**src/rtl/fsm_seq_pkg.sv**
```systemverilog
// Shared state encoding, drive codes and response codes for the protocol-unit sequencer.
package fsm_seq_pkg;

    localparam int unsigned STATE_W = 4;
    localparam int unsigned CODE_W  = 2;
    localparam int unsigned RSP_W   = 3;

    typedef enum logic [STATE_W-1:0] {
        ST_IDLE     = 4'd0,
        ST_STEP_S1  = 4'd1,
        ST_CHK_S1   = 4'd2,
        ST_STEP_S2  = 4'd3,
        ST_CHK_S2   = 4'd4,
        ST_STEP_RET = 4'd5,
        ST_CHK_RET  = 4'd6,
        ST_RECOVER  = 4'd7,
        ST_DONE     = 4'd8
    } state_t;

    // Drive codes {i1,i2} presented to the protocol unit
    localparam logic [CODE_W-1:0] STEP_FWD = 2'b11;
    localparam logic [CODE_W-1:0] STEP_RET = 2'b10;
    localparam logic [CODE_W-1:0] HOLD_S2  = 2'b01;
    localparam logic [CODE_W-1:0] HOLD     = 2'b00;

    // Response codes {o1,o2,err} returned by the protocol unit
    localparam logic [RSP_W-1:0] RSP_S1   = 3'b100;
    localparam logic [RSP_W-1:0] RSP_S2   = 3'b010;
    localparam logic [RSP_W-1:0] RSP_IDLE = 3'b000;
    localparam logic [RSP_W-1:0] RSP_ERR  = 3'b111;

    // Code driven while the sequencer sits in a given state
    function automatic logic [CODE_W-1:0] drive_code(input state_t s);
        case (s)
            ST_STEP_S1,
            ST_STEP_S2:  drive_code = STEP_FWD;
            ST_STEP_RET: drive_code = STEP_RET;
            ST_CHK_S2:   drive_code = HOLD_S2;
            default:     drive_code = HOLD;
        endcase
    endfunction

endpackage

```
**src/rtl/fsm_seq_ctrl_timer.sv**
```systemverilog
// Per-state wait timer: expired is high on the TIMEOUT-th cycle since the last clear.
module seq_timer #(
    parameter int unsigned TIMEOUT = 15
) (
    input  logic clk,
    input  logic nrst,
    input  logic clear,
    input  logic enable,
    output logic expired
);

    localparam int unsigned CNT_W = $clog2(TIMEOUT);
    localparam logic [CNT_W-1:0] LAST = CNT_W'(TIMEOUT - 1);

    logic [CNT_W-1:0] cnt;

    // Count cycles in the current state, saturating at the expiry point
    always_ff @(posedge clk or negedge nrst) begin
        if (!nrst) begin
            cnt     <= '0;
            expired <= 1'b0;
        end else if (clear) begin
            cnt     <= '0;
            expired <= 1'b0;
        end else if (enable && (cnt != LAST)) begin
            cnt     <= CNT_W'(cnt + CNT_W'(1));
            expired <= (CNT_W'(cnt + CNT_W'(1)) == LAST);
        end
    end

endmodule

```
**src/rtl/fsm_seq_ctrl.sv**
```systemverilog
// Sequencer driving the protocol unit through IDLE->S1->S2->IDLE passes with check, recovery and retry.
module fsm_seq_ctrl
    import fsm_seq_pkg::*;
#(
    parameter int unsigned PASS_W    = 8,
    parameter int unsigned MAX_RETRY = 2,
    parameter int unsigned TIMEOUT   = 15
) (
    input  logic              clk,
    input  logic              nrst,
    input  logic              start,
    input  logic [PASS_W-1:0] passes,
    output logic              busy,
    output logic              done,
    output logic              fail,
    output logic [PASS_W-1:0] pass_cnt,
    output logic [1:0]        retry_cnt,
    output logic [3:0]        err_cnt,
    output logic              p_i1,
    output logic              p_i2,
    input  logic              p_o1,
    input  logic              p_o2,
    input  logic              p_err
);

    state_t            state, state_nx;
    logic [PASS_W-1:0] passes_q, passes_nx;
    logic [PASS_W-1:0] pass_nx;
    logic [1:0]        retry_nx;
    logic [3:0]        err_nx;
    logic              fail_nx;
    logic [RSP_W-1:0]  rsp;
    logic              err_seen;
    logic              expired;
    logic              tmr_clear;

    assign rsp       = {p_o1, p_o2, p_err};
    // Full error signature or a bare err flag both count as an error observation
    assign err_seen  = p_err || (rsp == RSP_ERR);
    assign tmr_clear = (state_nx != state);

    seq_timer #(.TIMEOUT(TIMEOUT)) u_timer (
        .clk     (clk),
        .nrst    (nrst),
        .clear   (tmr_clear),
        .enable  (1'b1),
        .expired (expired)
    );

    // State, latched pass request and all outputs; outputs decoded from next state
    always_ff @(posedge clk or negedge nrst) begin
        if (!nrst) begin
            state     <= ST_IDLE;
            passes_q  <= '0;
            pass_cnt  <= '0;
            retry_cnt <= '0;
            err_cnt   <= '0;
            fail      <= 1'b0;
            busy      <= 1'b0;
            done      <= 1'b0;
            p_i1      <= 1'b0;
            p_i2      <= 1'b0;
        end else begin
            state        <= state_nx;
            passes_q     <= passes_nx;
            pass_cnt     <= pass_nx;
            retry_cnt    <= retry_nx;
            err_cnt      <= err_nx;
            fail         <= fail_nx;
            busy         <= (state_nx != ST_IDLE) && (state_nx != ST_DONE);
            done         <= (state_nx == ST_DONE);
            {p_i1, p_i2} <= drive_code(state_nx);
        end
    end

    // Next-state, counter and status decode
    always_comb begin
        state_nx  = state;
        passes_nx = passes_q;
        pass_nx   = pass_cnt;
        retry_nx  = retry_cnt;
        err_nx    = err_cnt;
        fail_nx   = fail;
        case (state)
            ST_IDLE: begin
                if (start) begin
                    passes_nx = passes;
                    pass_nx   = '0;
                    retry_nx  = '0;
                    err_nx    = '0;
                    fail_nx   = 1'b0;
                    state_nx  = (passes == '0) ? ST_DONE : ST_STEP_S1;
                end
            end
            ST_STEP_S1:  state_nx = ST_CHK_S1;
            ST_STEP_S2:  state_nx = ST_CHK_S2;
            ST_STEP_RET: state_nx = ST_CHK_RET;
            ST_CHK_S1, ST_CHK_S2, ST_CHK_RET: begin
                if ((state == ST_CHK_S1 && rsp == RSP_S1) ||
                    (state == ST_CHK_S2 && rsp == RSP_S2) ||
                    (state == ST_CHK_RET && rsp == RSP_IDLE)) begin
                    if (state == ST_CHK_S1) begin
                        state_nx = ST_STEP_S2;
                    end else if (state == ST_CHK_S2) begin
                        state_nx = ST_STEP_RET;
                    end else begin
                        pass_nx  = PASS_W'(pass_cnt + PASS_W'(1));
                        state_nx = (pass_nx == passes_q) ? ST_DONE : ST_STEP_S1;
                    end
                end else if (err_seen) begin
                    err_nx   = (err_cnt == 4'hF) ? err_cnt : 4'(err_cnt + 4'd1);
                    state_nx = ST_RECOVER;
                end else if (expired) begin
                    fail_nx  = 1'b1;
                    state_nx = ST_DONE;
                end
            end
            ST_RECOVER: begin
                if (rsp == RSP_IDLE) begin
                    if (32'(retry_cnt) < MAX_RETRY) begin
                        retry_nx = (retry_cnt == 2'd3) ? retry_cnt : 2'(retry_cnt + 2'd1);
                        state_nx = ST_STEP_S1;
                    end else begin
                        fail_nx  = 1'b1;
                        state_nx = ST_DONE;
                    end
                end else if (expired) begin
                    fail_nx  = 1'b1;
                    state_nx = ST_DONE;
                end
            end
            ST_DONE:  state_nx = ST_IDLE;
            default:  state_nx = ST_IDLE;
        endcase
    end

endmodule

```
**config.mk**
```make
export PLATFORM = sky130hd
export DESIGN_NAME = fsm_seq_ctrl
export DESIGN_NICKNAME = d
export VERILOG_FILES = /design/src/rtl/fsm_seq_pkg.sv /design/src/rtl/fsm_seq_ctrl_timer.sv /design/src/rtl/fsm_seq_ctrl.sv
export SDC_FILE = /design/constraint.sdc
export NUM_CORES = 1
export LEC_CHECK = 0
export CORE_MARGIN = 2
export CORE_UTILIZATION = 40
export DETAILED_ROUTE_END_ITERATION = 6
export PLACE_DENSITY = 0.62
export SLEW_MARGIN = 20
export SYNTH_ARGS = -nofsm -noshare
export SYNTH_HDL_FRONTEND = slang
export SYNTH_SLANG_ARGS = --single-unit
```
**constraint.sdc**
```tcl
create_clock -name clk -period 2.4 [get_ports clk]
set_input_delay 0.48 -clock clk [delete_from_list [all_inputs] [get_ports clk]]
set_output_delay 0.48 -clock clk [all_outputs]
set_load 0.02 [all_outputs]
```
======== Yosys cells after proc, flatten, opt, wreduce, memory -nomap -nowiden ========
Cells that the tools add are included.
operators by class
  $add $sub $neg .......................... 4
  order comparisons ....................... 1
  equal/unequal tests ..................... 34
  mux-type cells .......................... 38
  reduce and logical (&&, ||, !) cells .... 22
operators with widths
  cell                   number
  $mux W4                16
  $mux W8                4
  $eq A4 B3 Y1 const B   6
  $pmux W4 S6            1
  $ne A2 B2 Y1 const B   11
  $reduce_and A5 Y1      4
  $pmux W8 S2            1
  $eq A4 B2 Y1 const B   3
  $eq A4 B4 Y1 const B   3
  $add A4 B1 Y4 const B  2
  $add A8 B1 Y8 const B  1
  $eq A4 B1 Y1 const B   2
  $eq A8 B8 Y1           1
  $logic_not A8 Y1       1
  $mux W1                8
  $mux W2                4
  $ne A4 B4 Y1 const B   2
  $pmux W4 S2            1
  $eq A3 B3 Y1 const B   2
  $pmux W2 S3            1
  $reduce_bool A2 Y1     3
  $logic_and A1 B1 Y1    4
  $logic_not A4 Y1       1
  $ne A4 B4 Y1           1
  14 further kinds       16
storage, ports and cells
  register bits ........................... 36
  input port bits ......................... 14
  output and inout port bits .............. 19
  logic and storage cells ................. 111

======== Logic depth before layout (Yosys ltp) ========
Gate-level depths: netlist (run 1).
  depth in word-level cells ............... 10
  mapped depth ............................ 8
  depth with buffers taken out ............ 8

======== By module ========
Synthesis (run 1) repeated with hierarchy kept, for this count alone.
second synthesis, totals
  cells, all modules ...................... 260
  area, all modules ....................... 2262.2 sq um
modules (own cells, without submodules)
  module        times used  cells each  area an instance (sq um)
  fsm_seq_ctrl  1           227         1951.9
  seq_timer     1           33          310.3

======== Least setup slack after synthesis (run 1) ========
No wires, ideal clock.
  kind .................................... register -> register
  start point ............................. register pass_cnt[0]
  end point ............................... register u_timer.expired
  setup time .............................. 0.111 ns
  data arrival time ....................... 2.395 ns
  path slack .............................. -0.106 ns
  stages on the path, launching flop included .. 8
  path buffers ............................ 0
  period minus slack after synthesis ...... 2.506 ns
  path through ............................ dfrtp_1 ha_1 xor2_1 nor3_1 nand4_1 or4_4 a211o_1 a2111oi_2
on the way
  cells in the longest elaborated chain, start to end .. 9
ends and longest elaborated chain
  element                                               line                      text
  start: declaration                                    fsm_seq_ctrl.sv:16        output logic [PASS_W-1:0] pass_cnt,
  start signal: assignment                              fsm_seq_ctrl.sv:66        pass_cnt <= pass_nx;
  $add A8 B1 Y8 *                                       fsm_seq_ctrl.sv:107       pass_nx = PASS_W'(pass_cnt + PASS_W'(1));
  $eq A8 B8 Y1 *                                        fsm_seq_ctrl.sv:108       state_nx = (pass_nx == passes_q) ? ST_DONE : ST_STEP_S1;
  $mux W4 *                                             fsm_seq_ctrl.sv:108
  $mux W4 *                                             fsm_seq_ctrl.sv:104       end else if (state == ST_CHK_S2) begin
  $mux W4 *                                             fsm_seq_ctrl.sv:102       if (state == ST_CHK_S1) begin
  $mux W4 *                                             fsm_seq_ctrl.sv:99        if ((state == ST_CHK_S1 && rsp == RSP_S1) ||
  $pmux W4 S6 *                                         fsm_seq_ctrl.sv:84        case (state)
  $ne A4 B4 Y1 *                                        fsm_seq_ctrl.sv:40        assign tmr_clear = (state_nx != state);
  $mux W1 / $reduce_bool A2 Y1 (equally long branches)  n/a
  end signal: assignment                                fsm_seq_ctrl_timer.sv:27  expired <= (CNT_W'(cnt + CNT_W'(1)) == LAST);
  end: declaration                                      fsm_seq_ctrl_timer.sv:9   output logic expired
Every way passes the cells marked *; elsewhere a longest branch is shown, timed or not.
A chain may end at the register's enable or synchronous reset.

======== Final worst setup path (run 1) ========
  start point ............................. input passes[1]
  end point ............................... register u_timer.cnt[1]
on the way
  cells in the longest elaborated chain, start to end .. 6
ends and longest elaborated chain
  element                                               line                      text
  start: declaration                                    fsm_seq_ctrl.sv:12        input logic [PASS_W-1:0] passes,
  $logic_not A8 Y1 *                                    fsm_seq_ctrl.sv:92        state_nx = (passes == '0) ? ST_DONE : ST_STEP_S1;
  $mux W4 *                                             fsm_seq_ctrl.sv:92
  $mux W4 *                                             fsm_seq_ctrl.sv:86        if (start) begin
  $pmux W4 S6 *                                         fsm_seq_ctrl.sv:84
  $ne A4 B4 Y1 *                                        fsm_seq_ctrl.sv:40
  $mux W4 / $reduce_bool A2 Y1 (equally long branches)  n/a
  end signal: assignment                                fsm_seq_ctrl_timer.sv:26  cnt <= CNT_W'(cnt + CNT_W'(1));
  end: declaration                                      fsm_seq_ctrl_timer.sv:15  logic [CNT_W-1:0] cnt;
Marks and branches as above.

==> results of run 1 <==
==> stage by stage <==
step | cell area [µm²] | utilization (%)
2_1_floorplan | 2160 | -
3_3_place_gp | 2820 | 54.8
3_5_place_dp | 2820 | 54.8
4_1_cts | 2990 | 58.2
5_1_grt | 3010 | 58.5
6_report | 3010 | 58.5
==> timing repair <==
action	CTS	global route
setup endpoints to repair	5	7
resized for setup	14	4
pin swaps	5	4
setup buffers	0	0
==> metal layers <==
metal  GRT usage [%]  part of all wire (%)  vias up
met5               0                     0        -
met4            5.71                   1.3        0
met3            4.59                   4.5        7
met2            31.0                    46       42
met1            28.6                    48      966
li1                -                     -     1017
==> critical path, cell delays in order <==
cell             delay, ns
clkdlybuf4s50_1       0.41
or4_1                 0.55
nor2_2                0.16
nor2_1                0.06
o31a_1                0.27
a211o_4               0.40
nor4_4                0.27
==> final cells by class <==
class,instances,share of cell area (%)
clock buffers,6,2.75
multi-input cells,191,43.2
inverters,5,0.624
well taps,70,2.91
clock inverters,2,0.333
repair buffers,71,20.2
flip-flops and latches,36,30.0
==> registers in the layout, summed over array words and instances, names as in the netlist <==
register         cells
p_i1                 1
done                 1
pass_cnt             8
fail                 1
err_cnt              4
u_timer.cnt          4
passes_q             8
busy                 1
u_timer.expired      1
state                4
p_i2                 1
retry_cnt            2
==> where the power goes <==
group,total [mW],leakage [nW],switching [mW],internal (mW)
combinational,1.76,0.791,0.924,0.834
clock,0.445,0.0510,0.216,0.229
sequential,0.996,0.469,0.204,0.792
total,3.20,1.31,1.34,1.85
==> layout by cell type (no fill, tap or decap), drive strengths merged, types with 3 or more instances in the layout <==
cell and n:
xor2 11, nand2 40, nor4 6, a211o 3, and2 3, or4 3
or3 4, a31oi 3, nand4 6, buf 40, clkbuf 6, nand2b 4
o21a 3, a21oi 6, nand3 7, clkdlybuf4s50 30, xnor2 5, nor3 10
nor2 17, dfrtp 36, o41ai 3, inv 5, ha 6, o21ai 23
==> logic make-up (layout without fill, tap and decap cells) <==
group                      Yosys count  in the layout  synth area share (%)
and+or+nand+nor                    110            110                  26.0
AOI/OAI and AO/OA                   56             56                  17.7
DFF                                 36             36                  42.0
xor gates and xnor gates            16             16                  6.53
buffers and inverters               13             84                  2.74
adders and majority gates            6              6                  3.50
muxes                                3              3                  1.46
==> worst max path at each step <==
stage                start              end  slack [ns]  cells past startpoint
6_report         passes[1]   u_timer.cnt[1]      -0.008                      7
5_1_grt        pass_cnt[0]   u_timer.cnt[1]       -0.07                      7
4_1_cts               p_o2  u_timer.expired       0.005                      7
3_5_place_dp          p_o2   u_timer.cnt[1]       -0.34                      7
3_3_place_gp          p_o2             busy       -0.33                      8
2_1_floorplan  pass_cnt[0]  u_timer.expired       0.008                      7
==> results.md, run 1 <==
- Area of the multi-input gates: 1300 µm²
- Final setup fails: 1
- Area Growth Syn to Fin: 40.2%
- Ant. Diodes: 0
- Die area: 5960 µm²
- Worst vdd ir: 588 µV
- CTS clk-pin slew, worst paths: 0.07 ns
- Worst Path Class, Setup: in -> reg
- Asr flop ratio synth: 100%
- Detailed placement HPWL: 3990 µm
- Residual DRC: 0
- Rows: 26
- Skew final: 0.00814 ns
- Layout cells sized above 1: 23.5%
- Drt first pass iters: 4
- First-pass GRT wire length: 9680 µm
- TNS Setup: -0.00771 ns
- Non-Filler Instances: 381
- RSZ-0062 raised after global routing: true
- Nature of the critical path endpoint: register
- CTS Buffer Depth: 2
- PortBufs: 32
- #FFs+latches synth: 36
- Avg Cell Area, Syn: 8.94 µm²
- Max frequency: 0.415 GHz
- Most frequent cell after synthesis: nand2_1
- Sequential share of the synthesized area: 42.0%
- Total power: 3.20 mW
- Reg2reg start: pass_cnt[0]
- DRT iter0 DRCs: 157
- P_leak: 1.31 nW
- Worst-Margin Slew: 0.831 ns
- Synth top area cells: dfrtp_1 42%, nand2_1 7.0%, o21ai_0 5.1%, xor2_1 4.5%, ha_1 3.5%
- Setup WS pre-CTS: -0.342 ns
- Relative slew margins: 44.6%
- Post-synthesis cell area: 2140 µm²
- Total Nets Final: 330
- Final Hold Slack: 0.294 ns
- Routed len/inst: 14.3 µm
- Yosys warns: 0
- Worst r2r path cells: 7
- Clock Latency Late Sink: 0.29 ns
- Largest area contributor in the netlist: dfrtp_1
- CP Max Fanout: 5
- Clk sink count: 36
- Synthesized netlist cell count: 240
- Initial Util: 41.7%
- Worst setup SP type: input port
- Hold/Removal Path Class: in -> async
- Post-synth top area share: 42.0%
- Post-synth cell types: 50
- Hold_buf cts: 0
- Largest net degree at the start of global routing: 37
- Number of global-route vias before repair: 2043
- Syn Nets: 260
- Status: complete, but fails checks
- Fill cell count: 473
- Worst path required time: 2.59 ns
- Core box area: 5140 µm²
- Top FF cell, synth: dfrtp_1
- GPL Wtd Cong: 0.903
- CTS Buf Count: 5
- Data arrival time of the critical path: 2.60 ns
- # IOs: 33
- Die height: 77.2 µm
- Via count: 2032
- Final Hold Fails: 0
- TritonCTS clock tree: done
- Post-route ant nets: 0
- Clk root buf: clkbuf_8
- FF-to-FF setup slack: 0 ns
- CTS H-tree depth: 2
- Grt ovf: 0
- Power Density: 1060 nW/µm²
- Final Worst Setup Slack: -0.00771 ns
- GRT Resource Usage Total: 20.2%
- EDFF count, synth: 0
- Slew Viols, Final: 0
- R2R Path End: u_timer.cnt[1]
- Routed WL: 5430 µm
- Max_cap viols: 0
- Fin crit share: 100%
- Dpl cells: 373
- Fin crit period: 2.41 ns
- Initial antenna violation count: 0
- Storage element area: 903 µm²
- Failing checks: setup timing
- Die width: 77.2 µm
- Synth top cells by count: 40 x nand2_1, 36 x dfrtp_1, 22 x o21ai_0, 17 x nor2_1, 11 x xor2_1
- DR vias/cell: 5.33
No activity file was read; power rests on OpenSTA's default activity.
==> inputs of run 2 (changes only) <==
- CORE_MARGIN: 2 -> unset
- GPL_ROUTABILITY_DRIVEN: unset -> 0
==> run 2 against run 1 <==
Against the previous run:
- the run still ends with setup timing left
- flip-flop and latch count unchanged
- clock skew grew 0.0023 ns
- design area up 0.75%
- routed wire length grew 0.68%
- via count shrank 1.8%
- combinational power is essentially flat
- count of clock-buffer cells in the layout unchanged
- utilization up 0.44 points
==> results.md, run 2 (same netlist as run 1, synthesis figures left out) <==
- Max frequency: 0.415 GHz (-0.15%)
- Drt first pass iters: 4 (unchanged)
- Clk sink count: 36 (unchanged)
- Largest net degree at the start of global routing: 37 (unchanged)
- Final setup fails: 1 (unchanged)
- Detailed placement HPWL: 3970 µm (-0.55%)
- CTS H-tree depth: 2 (unchanged)
- Non-Filler Instances: 380 (-0.26%)
- Final Hold Slack: 0.282 ns (-0.0124 ns)
- Routed WL: 5470 µm (+0.68%)
- Area Growth Syn to Fin: 41.2%
- # IOs: 33 (unchanged)
- RSZ-0062 raised after global routing: true
- CP Max Fanout: 5 (unchanged)
- First-pass GRT wire length: 8840 µm (-8.7%)
- Failing checks: setup timing
- Power Density: 1090 nW/µm² (+2.7%)
- Relative slew margins: 45.5% (+0.86 points)
- Nature of the critical path endpoint: register
- DRT iter0 DRCs: 95 (-39%)
- Worst-Margin Slew: 0.818 ns (-0.0130 ns)
- Initial antenna violation count: 0 (unchanged)
- Status: complete, but fails checks
- Largest delay contributor family on the critical path: simple AND/OR/NAND/NOR gates
- Grt ovf: 0 (unchanged)
- Residual DRC: 0 (unchanged)
- Slowest stage delay, CP: 0.56 ns (about the same)
- Via count: 1996 (-1.8%)
- Crit path buffers/inverters: 0 (-1)
- TritonCTS clock tree: done
- Post-route ant nets: 0 (unchanged)
- P_leak: 1.32 nW (+0.69%)
- Worst path required time: 2.58 ns (about the same)
- Critical path's slowest cell: or4_4
- Hold_buf cts: 0 (unchanged)
- Hold/Removal Path Class: in -> async
- Routed len/inst: 14.4 µm (+0.95%)
- CP Cell Sequence: ha_4 > xor2_2 > nor3_2 > nand4_1 > or4_4 > a211o_4 > a2111oi_4
- Max_cap viols: 0 (unchanged)
- CTS Buf Count: 5 (unchanged)
- Final Hold Fails: 0 (unchanged)
- Ant. Diodes: 0 (unchanged)
- Die area: 5660 µm² (-5.1%)
- CTS Buffer Depth: 2 (unchanged)
- CTS clk-pin slew, worst paths: 0.07 ns (about the same)
- PortBufs: 32 (unchanged)
- Rows: 26 (unchanged)
- Fin crit period: 2.41 ns (+0.00360 ns)
- Worst setup SP type: register
- GRT Resource Usage Total: 21.2% (+1.0 points)
- Fin crit share: 100% (+0.15 points)
- Levels on crit path: 7 (unchanged)
- Total Nets Final: 329 (-0.30%)
- Slew Viols, Final: 0 (unchanged)
- Number of global-route vias before repair: 1833 (-10%)
- Worst r2r path cells: 7 (unchanged)
- Worst Path Class, Setup: reg -> reg
- Fin util: 58.9% (+0.44 points)
- Final Worst Setup Slack: -0.0113 ns (-0.00360 ns)
- Data arrival time of the critical path: 2.59 ns (about the same)
- Die height: 75.2 µm (-2.6%)
- Worst vdd ir: 663 µV (+13%)
- Biggest regs: pass_cnt x8, passes_q x8
- Commonest non-fill, non-tap cell in the layout: nand2_1
- Clock Latency Late Sink: 0.29 ns (about the same)
- Skew final: 0.0104 ns (+0.00231 ns)
- Commonest cells after routing, fill and taps aside: 39 x nand2_1, 38 x buf_4, 34 x dfrtp_1
- Die width: 75.2 µm (-2.6%)
- Dpl cells: 371 (-0.54%)
- Setup WS pre-CTS: -0.346 ns (-0.00368 ns)
- DR vias/cell: 5.25 (-1.5%)
- Clk root buf: clkbuf_8
- Initial Util: 41.7% (unchanged)
- Core box area: 5140 µm² (unchanged)
- Layout cells sized above 1: 23.5% (+0.076 points)
## run 2: repair_timing
action,in CTS,in global routing
pin swaps,2,12
endpoints found under the setup margin,5,8
buffers inserted,0,1
resized for setup,7,12
## run 2: path summary, 6_finish.rpt
kind | start | to | slack (ns)
worst max-delay path | pass_cnt[1] | u_timer.expired | -0.01
worst min-delay path | nrst | p_i2 | 0.28
worst max register to register | pass_cnt[1] | u_timer.expired | -0.01
worst min register to register | fail | fail | 0.51
max in group asynchronous | nrst | pass_cnt[1] | 1.55
min in group clk | fail | fail | 0.51
## run 2: metrics by stage
step | setup TNS [ns] | cell area, µm² | power (mW)
final | -0.0113 | 3030 | 3.31
after global routing | -0.478 | 3030 | 3.56
after CTS | -0.0330 | 2940 | 3.18
after detailed placement | -4.02 | 2800 | 2.58
after global placement | -3.56 | 2800 | 2.56
after floorplan | 0 | 2160 | 1.94
## run 2: layout make-up
class / count / area, µm²
Clock buffer: 6 / 72.6
Clock inverter: 2 / 35.0
Fill cell: 478 / 2110
Inverter: 5 / 18.8
Multi-Input combinational cell: 191 / 1310
Sequential cell: 36 / 903
Tap cell: 70 / 87.6
Timing Repair Buffer: 70 / 603
## run 2: where the power goes
| part | internal (mW) | switching [mW] |
|---|---|---|
| Combinational | 0.850 | 0.934 |
| Sequential | 0.792 | 0.205 |
| Clock | 0.308 | 0.220 |
| Total | 1.95 | 1.36 |
## run 2: per-layer routing
metal | part of all wire, % | up-vias | GRT usage (%)
li1 | - | 1011 | -
met1 | 49 | 936 | 31.1
met2 | 45 | 42 | 31.6
met3 | 4.3 | 7 | 3.88
met4 | 1.4 | 0 | 7.20
met5 | 0 | - | 0
